==> config.mk <==
export PLATFORM = sky130hd
export DESIGN_NAME = hex_disp_core_flat
export DESIGN_NICKNAME = d
export VERILOG_FILES = /design/src/rtl/hex_disp_if.sv /design/src/rtl/hex_disp_core.sv /design/src/flat_wrapper.sv
export SDC_FILE = /design/constraint.sdc
export NUM_CORES = 1
export LEC_CHECK = 0
export ABC_AREA = 1
export CAP_MARGIN = 10
export CORE_ASPECT_RATIO = 0.9
export CORE_UTILIZATION = 38
export CTS_BUF_LIST = sky130_fd_sc_hd__clkbuf_8
export CTS_CLUSTER_SIZE = 24
export DETAILED_ROUTE_END_ITERATION = 8
export PLACE_DENSITY = 0.66
export SETUP_SLACK_MARGIN = 0.5
export SYNTH_ARGS = -nofsm -noshare
export SYNTH_HDL_FRONTEND = slang
export SYNTH_SLANG_ARGS = --single-unit
==> constraint.sdc <==
create_clock -name clk -period 3.65 [get_ports clk]
set_input_delay 0.73 -clock clk [delete_from_list [all_inputs] [get_ports clk]]
set_output_delay 0.73 -clock clk [all_outputs]
set_load 0.005 [all_outputs]
==> src/rtl/hex_disp_if.sv <==
// Slot bus between the mmio_sys fabric and the seven-segment display core.
// Bus semantics: a write commits on the rising clk edge where cs && write are
// both high (there is no ready/wait-state path); rd_data is a pure
// combinational function of addr, and read/cs carry no side effects.
interface hex_disp_if;
    logic        cs;
    logic        read;
    logic        write;
    logic [4:0]  addr;
    logic [31:0] wr_data;
    logic [31:0] rd_data;

    modport master (output cs, read, write, addr, wr_data, input rd_data);
    modport slave  (input cs, read, write, addr, wr_data, output rd_data);
endinterface

==> src/rtl/hex_disp_core.sv <==
// Multi-digit active-low seven-segment driver for an FPRO MMIO slot.
// Per-digit hex decode or raw segments, decimal points, blanking, blink and
// a 16-step global PWM brightness; every output bit is registered.
module hex_disp_core #(
    parameter int N_DIGITS   = 6,
    parameter int PWM_DIV    = 3125,
    parameter int BLINK_UNIT = 62
) (
    input  logic                  clk,
    input  logic                  reset,
    hex_disp_if.slave             bus,
    output logic [8*N_DIGITS-1:0] hex
);
    localparam int PRE_W = (PWM_DIV > 1) ? $clog2(PWM_DIV) : 1;
    localparam int BLK_W = $clog2(16 * BLINK_UNIT + 1);
    localparam logic [PRE_W-1:0] PRE_LAST = PRE_W'(PWM_DIV - 1);

    logic [3:0]          data_q [N_DIGITS];
    logic [7:0]          raw_q  [N_DIGITS];
    logic [N_DIGITS-1:0] dp_q;
    logic [N_DIGITS-1:0] blank_q;
    logic [N_DIGITS-1:0] blink_q;
    logic [3:0]          duty_q;
    logic [3:0]          rate_q;
    logic                raw_mode_q;

    logic [PRE_W-1:0]    pre_cnt;
    logic [3:0]          pwm_cnt;
    logic [BLK_W-1:0]    blink_cnt;
    logic                blink_phase;

    logic                wr_en;
    logic                cfg_wr;
    logic                tick;
    logic                frame;
    logic [BLK_W-1:0]    blink_last;
    logic                unused_bus;

    assign wr_en      = bus.cs && bus.write;
    assign cfg_wr     = wr_en && (bus.addr == 5'd5);
    assign tick       = (pre_cnt == PRE_LAST);
    assign frame      = tick && (pwm_cnt == 4'hF);
    assign blink_last = BLK_W'((int'(rate_q) + 1) * BLINK_UNIT - 1);
    // read strobe and high write-data bits carry no function here
    assign unused_bus = ^{bus.read, bus.wr_data};

    function automatic logic [6:0] seg_decode(input logic [3:0] v);
        case (v)
            4'h0:    return 7'h3F;
            4'h1:    return 7'h06;
            4'h2:    return 7'h5B;
            4'h3:    return 7'h4F;
            4'h4:    return 7'h66;
            4'h5:    return 7'h6D;
            4'h6:    return 7'h7D;
            4'h7:    return 7'h07;
            4'h8:    return 7'h7F;
            4'h9:    return 7'h6F;
            4'hA:    return 7'h77;
            4'hB:    return 7'h7C;
            4'hC:    return 7'h39;
            4'hD:    return 7'h5E;
            4'hE:    return 7'h79;
            default: return 7'h71;
        endcase
    endfunction

    // Register file: bus writes; bits of unimplemented digits are simply dropped.
    always_ff @(posedge clk) begin
        if (reset) begin
            for (int i = 0; i < N_DIGITS; i++) begin
                data_q[i] <= '0;
                raw_q[i]  <= '0;
            end
            dp_q       <= '0;
            blank_q    <= '1;
            blink_q    <= '0;
            duty_q     <= 4'hF;
            rate_q     <= '0;
            raw_mode_q <= 1'b0;
        end else if (wr_en) begin
            case (bus.addr)
                5'd0, 5'd1: begin
                    for (int i = 0; i < N_DIGITS; i++) begin
                        if ((i / 8) == int'(bus.addr[0]))
                            data_q[i] <= bus.wr_data[4*(i%8) +: 4];
                    end
                end
                5'd2: dp_q    <= bus.wr_data[N_DIGITS-1:0];
                5'd3: blank_q <= bus.wr_data[N_DIGITS-1:0];
                5'd4: blink_q <= bus.wr_data[N_DIGITS-1:0];
                5'd5: begin
                    duty_q     <= bus.wr_data[3:0];
                    rate_q     <= bus.wr_data[7:4];
                    raw_mode_q <= bus.wr_data[8];
                end
                default: begin
                    for (int i = 0; i < N_DIGITS; i++) begin
                        if (bus.addr == 5'(8 + i))
                            raw_q[i] <= bus.wr_data[7:0];
                    end
                end
            endcase
        end
    end

    // Prescaler, PWM step counter and blink timer; a CONFIG write restarts blink only.
    always_ff @(posedge clk) begin
        if (reset) begin
            pre_cnt     <= '0;
            pwm_cnt     <= '0;
            blink_cnt   <= '0;
            blink_phase <= 1'b0;
        end else begin
            pre_cnt <= tick ? '0 : pre_cnt + 1'b1;
            if (tick)
                pwm_cnt <= pwm_cnt + 1'b1;
            if (cfg_wr) begin
                blink_cnt   <= '0;
                blink_phase <= 1'b0;
            end else if (frame) begin
                if (blink_cnt == blink_last) begin
                    blink_cnt   <= '0;
                    blink_phase <= ~blink_phase;
                end else begin
                    blink_cnt <= blink_cnt + 1'b1;
                end
            end
        end
    end

    // Segment outputs: off-conditions first, then raw or hex decode, inverted for active-low pins.
    always_ff @(posedge clk) begin
        if (reset) begin
            hex <= '1;
        end else begin
            for (int i = 0; i < N_DIGITS; i++) begin
                if (blank_q[i] || (blink_q[i] && blink_phase) || (pwm_cnt > duty_q))
                    hex[8*i +: 8] <= 8'hFF;
                else if (raw_mode_q)
                    hex[8*i +: 8] <= ~raw_q[i];
                else
                    hex[8*i +: 8] <= {~dp_q[i], ~seg_decode(data_q[i])};
            end
        end
    end

    // Read mux: purely combinational from addr, zero for unlisted addresses.
    always_comb begin
        bus.rd_data = '0;
        case (bus.addr)
            5'd0, 5'd1: begin
                for (int i = 0; i < N_DIGITS; i++) begin
                    if ((i / 8) == int'(bus.addr[0]))
                        bus.rd_data[4*(i%8) +: 4] = data_q[i];
                end
            end
            5'd2: bus.rd_data[N_DIGITS-1:0] = dp_q;
            5'd3: bus.rd_data[N_DIGITS-1:0] = blank_q;
            5'd4: bus.rd_data[N_DIGITS-1:0] = blink_q;
            5'd5: bus.rd_data[8:0] = {raw_mode_q, rate_q, duty_q};
            5'd6: bus.rd_data[4:0] = {pwm_cnt, blink_phase};
            default: begin
                for (int i = 0; i < N_DIGITS; i++) begin
                    if (bus.addr == 5'(8 + i))
                        bus.rd_data[7:0] = raw_q[i];
                end
            end
        endcase
    end
endmodule
==> src/flat_wrapper.sv <==
// flat-port wrapper written by rule: the top's interface ports become plain ports
module hex_disp_core_flat 
#(
    parameter int N_DIGITS   = 6,
    parameter int PWM_DIV    = 3125,
    parameter int BLINK_UNIT = 62
)
  (clk, reset, hex, bus_cs, bus_read, bus_write, bus_addr, bus_wr_data, bus_rd_data);
  hex_disp_if bus_i ();
  input  logic clk;
  input  logic reset;
  output logic [8*N_DIGITS-1:0] hex;
  input wire logic [$bits(bus_i.cs)-1:0] bus_cs;
  input wire logic [$bits(bus_i.read)-1:0] bus_read;
  input wire logic [$bits(bus_i.write)-1:0] bus_write;
  input wire logic [$bits(bus_i.addr)-1:0] bus_addr;
  input wire logic [$bits(bus_i.wr_data)-1:0] bus_wr_data;
  output wire logic [$bits(bus_i.rd_data)-1:0] bus_rd_data;
  assign bus_i.cs = bus_cs;
  assign bus_i.read = bus_read;
  assign bus_i.write = bus_write;
  assign bus_i.addr = bus_addr;
  assign bus_i.wr_data = bus_wr_data;
  assign bus_rd_data = bus_i.rd_data;
  hex_disp_core #(.N_DIGITS(N_DIGITS), .PWM_DIV(PWM_DIV), .BLINK_UNIT(BLINK_UNIT)) u_core (.clk(clk), .reset(reset), .bus(bus_i), .hex(hex));
endmodule
; ---- Word level (Yosys, flattened, before mapping)
; Memories as Yosys holds them, arrays and structs flattened.
; Cells that the tools add are included.
[totals]
reg_bits = 102
mem_bits_rw = 72
out_inout_bits = 80
mem_count = 8
input_bits = 42
wordCells = 206
mem_bits_ro = 672
[mem_list]
columns = memory, words, word_bits, read_ports, rd_ports_with_merged_regs, wr, line_no
row1 = (name not given), 16, 7, 1, 0, 0, hex_disp_core.sv:48  ; case (v)
row2 = (name not given), 16, 7, 1, 0, 0, hex_disp_core.sv:48
row3 = (name not given), 16, 7, 1, 0, 0, hex_disp_core.sv:48
row4 = (name not given), 16, 7, 1, 0, 0, hex_disp_core.sv:48
row5 = (name not given), 16, 7, 1, 0, 0, hex_disp_core.sv:48
row6 = (name not given), 16, 7, 1, 0, 0, hex_disp_core.sv:48
row7 = +2 memories, --, --, --, --, --, --
[classes]
addsub = 5
multipliers = 1
n_reduce_logical = 38
bitwise_logic = 31
n_lt_le_gt_ge = 1
n_mux = 91
n_eq_ne = 15
[op_table]
columns = cell, count
row1 = two-way mux 8 bit, 18
row2 = two-way mux 7 bit, 18
row3 = two-way mux 4 bit, 12
row4 = NOT 8 bit, 6
row5 = NOT 7 bit, 6
row6 = two-way mux 1 bit, 37
row7 = multiplier 32 x 6 -> 9 bit (second input constant), 1
row8 = == test 5 x 4 -> 1 bit (second input constant), 6
row9 = one-hot mux 5 bit (6 select lines), 1
row10 = OR reduction 2 bit, 9
row11 = == test 5 x 3 -> 1 bit (second input constant), 3
row12 = two-way mux 15 bit, 1
row13 = adder 12 x 1 -> 12 bit (second input constant), 1
row14 = == test 12 bit (second input constant), 1
row15 = logical OR 1 bit, 12
row16 = OR 1 bit, 12
row17 = adder 10 x 1 -> 10 bit (second input constant), 1
row18 = == test 10 bit, 1
row19 = == test 5 x 2 -> 1 bit (second input constant), 2
row20 = two-way mux 10 bit, 1
row21 = AND reduction 2 bit, 5
row22 = subtractor 10 x 2 -> 10 bit (second input constant), 1
row23 = logical AND 1 bit, 9
row24 = NOT 1 bit, 7
row25 = other kinds (11), 11

; ---- Logic depth before layout (Yosys ltp)
[depth]
word_depth = 8
ltp_mapped = 24
ltp_nobuf = 24

; ---- Worst setup path after synthesis
; Ideal clock, no wire load.
[synth_timing]
path_type = flip-flop to flip-flop
startpoint = reg u_core.rate_q[0]
endpoint = reg u_core.blink_cnt[4]
setup_time_ns = 0.117
t_required_ns = 3.533
arrival_ns = 3.877
path_buffers = 0
setup_slack_ns = -0.344
synth_period_minus_slack_ns = 3.994
stages_incl_launch_ff = 20
cell_sequence = dfxtp_1 > ha_1 > inv_1 > nor3_1 > fa_1 > ha_1 > inv_1 > fa_1 > fa_1 > nand2_1 > nor2_2 > nand2_1 > nand3_1 > nand2_1 > inv_1 > nand2_1 > nor2_2 > nand3_2 > nand2_2 > nor2_1
[synth_via]
elab_chain_cells = 5
[synth_lines]
columns = element, line_no
row1 = start: declaration, hex_disp_core.sv:24  ; logic [3:0] rate_q;
row2 = start signal: assignment, hex_disp_core.sv:94  ; rate_q <= bus.wr_data[7:4];
row3 = adder 4 x 1 -> 5 bit, hex_disp_core.sv:43  ; assign blink_last = BLK_W'((int'(rate_q) + 1) * BLINK_UNIT - 1);
row4 = multiplier 32 x 6 -> 9 bit, hex_disp_core.sv:43
row5 = subtractor 10 x 2 -> 10 bit, hex_disp_core.sv:43
row6 = == test 10 bit, hex_disp_core.sv:122  ; if (blink_cnt == blink_last) begin
row7 = two-way mux 10 bit, hex_disp_core.sv:122
row8 = end signal: assignment, hex_disp_core.sv:126  ; blink_cnt <= blink_cnt + 1'b1;
row9 = end: declaration, hex_disp_core.sv:29  ; logic [BLK_W-1:0] blink_cnt;
; Every way passes these cells.
; A chain may end at the register's enable or synchronous reset.

; ---- Worst setup path in the final report
[layout_timing]
startpoint = reg u_core.rate_q[1]
endpoint = reg u_core.blink_cnt[1]
; The elaborated chain is that of the path after synthesis.

==> run metrics <==
status finished with violations; violated checks negative setup slack; NumNets Final between 1000 and 1500; Worst Path Arrival 4100 ps; clock power share 33.3%; setup ws final -90.5 ps; MaxCap Viol Count 0; clock root cell clkbuf_8; main flop type after synthesis dfxtp_1; pre-CTS setup slack -199 ps; Post-Synth Adder-Cell Area 8.80%; Final Hold Vio Count 0; Async S/R FF share, synth 0%; Seq/Total Area, Yosys 43.6%; core area roughly 25000 µm²; critical path capture point type flip-flop; vias in the first global route just over 8000; fin crit share 102%; CTS Buf Count 17; Area after DPL 11500 µm²; CTS tree done; xor/xnor cell area share of the yosys netlist 1.09%; Int Power ~2.7 mW; PortBufs 104; I/O pin count 122; multiplexer share of the synthesized area 0%; WP buf/inv 3; Worst VDD drop 0.000157 V; number of antenna violations at the first check in global routing 1; routed wire length about 27 mm; complex-gate fraction of the synthesized area 15.2%; Post-synth EDFFs 72; Die Area 26000 µm²; initial DRC count 673; slowest CP cell fa_2; Seq cells post-synth 174; CP delay by family, top adder cells; Seq pwr share a little under three fifths; leakage power 5.27 nW; htree depth 4; first-pass GRT wire length 42.6 mm; Die Y 153 µm; P per Cell Area 308 nW/µm²; Slew Limit Fails 0; post-route standard cell area excluding fillers 12300 µm²; Mapped Cells approximately 1200; Worst Path Class, Setup flip-flop to flip-flop; largest net degree at the start of global routing 64; most frequent cells in the layout nand2_1 (214), nor2_1 (168), inv_1 (133); hold crit path type flip-flop to flip-flop; Synth Cell Area 9640 µm²; Critical Path Fanout Max 4; Yosys cell types 48; FMAX 267 MHz; worst endpoint required time about 4000 ps; hpwl dp 19.5 mm; row cnt 54; Sink Count about 170; clk_lat worst skew between 400 and 500 ps; Least-Margin Pin Slew approximately 760 ps; layout cells sized above 1 15.3%; Comb pwr share a little over a tenth; Die Width 170 µm; Synth area leader edfxtp_1; Layout area overhead 27.3%; Net Switching roughly 1.0 mW; gr usage total 21.0%; Min Clock Period, post-route 3740 ps; WL/cell 15.5 µm; worst-path cell chain ha_4 -> inv_2 -> nor3_4 -> fa_1 -> ha_1 -> inv_1 -> fa_1 -> fa_2 -> nand2_2 -> nor2_4 -> nand2_1 -> nand3_1 -> nand2_1 -> inv_1 -> nand2_2 -> nor2_4 -> nand3_4 -> nand2_4 -> nor2_1; synth warn 0; Initial Util 39.2%; setup TNS -826 ps; Area contributors post-synth edfxtp_1 (22%), dfxtp_1 (21%), nand2_1 (8.6%); Pre-Repair DR Iteration Count 5; drt drc 0; crit start category flip-flop; clk buf depth 2; Simple-Gate Fraction of Synth Area about 23%; Slew headroom 49.2%; Placer Congestion 0.891; largest family of logic cells by synthesized area simple AND/OR/NAND/NOR gates; GRT Residual Overflow 0; most common cell after layout, fill and taps aside nand2_1; DR vias/cell roughly 5; Final setup viols 11; CTS clk-pin slew, worst paths roughly 90 ps; Via Count 8732; RSZ-0062 raised after global routing yes; R2R Setup Slk -90 ps; Sw Share 27.7%; Synth Area per Inst between 8 and 9 µm²; Critical Path Max Stage Delay 610 ps; antenna viol nets, final 0; Worst Clk Skew 10.1 ps; top cell type's share of synthesized area 22.4%
[final cells by class]
cell class                      instances  area, µm²
Inverter                              165        624
Clock inverter                         13       90.1
Clock buffer                           19        262
Tap cell                              336        420
Antenna cell                            1       2.50
Fill cell                            2384      12300
Timing Repair Buffer                  178       1620
Sequential cell                       174       4220
Multi-Input combinational cell        834       5030
[power by group through the flow]
stage / registers, mW / clock network (mW) / logic (mW)
after floorplan: 2.14 / 0 / 0.227
after global placement: 2.16 / 0 / 0.376
after detailed placement: 2.16 / 0 / 0.380
after CTS: 2.11 / 1.28 / 0.393
after global routing: 2.12 / 1.35 / 0.448
final: 2.12 / 1.26 / 0.407
[registers in the layout, indices dropped and copies added, names as in the netlist]
register and cells:
u_core.pwm_cnt 4, u_core.pre_cnt 12, u_core.blink_q 6, u_core.data_q 24
u_core.raw_q 48, u_core.raw_mode_q 1, u_core.blink_cnt 10, u_core.duty_q 4
u_core.rate_q 4, u_core.blink_phase 1, u_core.hex 48, u_core.dp_q 6
u_core.blank_q 6
[kinds of logic (layout without fill, tap and decap cells)]
group,after synthesis,after routing
xor+xnor,12,12
fa+ha+maj,63,63
buf+inv,201,375
other cells,1,9
simple gates,518,519
flops,174,174
compound gates,232,232
[cell usage after synthesis (12+ instances only)]
library cell	instances
nand2_1	222
nor2_1	178
inv_1	141
dfxtp_1	102
o21ai_0	83
edfxtp_1	72
nand3_1	70
a21oi_1	69
ha_1	55
o211ai_1	27
clkinv_1	17
clkbuf_1	15
o22ai_1	15
nor3_1	12
[final timing paths]
kind                                               startpoint                                to  cells after the start
worst max-delay path            u_core.rate_q[1]$_SDFFE_PP0P_  u_core.blink_cnt[1]$_SDFFE_PP0P_                     19
worst min-delay path             u_core.pre_cnt[0]$_SDFF_PP0_      u_core.pre_cnt[0]$_SDFF_PP0_                      1
worst max register to register  u_core.rate_q[1]$_SDFFE_PP0P_  u_core.blink_cnt[1]$_SDFFE_PP0P_                     19
worst min register to register   u_core.pre_cnt[0]$_SDFF_PP0_      u_core.pre_cnt[0]$_SDFF_PP0_                      1
[per-layer routing]
layer | routed length [µm] | track usage [%]
met5 | 0 | 0
met4 | 459 | 6.01
met3 | 1720 | 3.42
met2 | 12200 | 33.4
met1 | 12400 | 29.2
[stage by stage]
step	power, mW	instances	hold slack (ps)	utilization, %
3_5_place_dp	2.54	1673	461	46.8
4_1_cts	3.78	1717	483	49.3
6_report	3.78	1720	476	49.9
2_1_floorplan	2.37	1208	430	-
3_3_place_gp	2.53	1673	444	46.8
5_1_grt	3.92	1720	494	49.9
[repair_timing]
item / 4_1_cts / 5_1_grt
resized for setup: 72 / 49
cloned: 1 / 0
setup buffers: 11 / 2
endpoints found under the setup margin: 35 / 28
pin swaps: 24 / 23
hold buffers: 0 / 0
(Power assumes the default switching activity.)
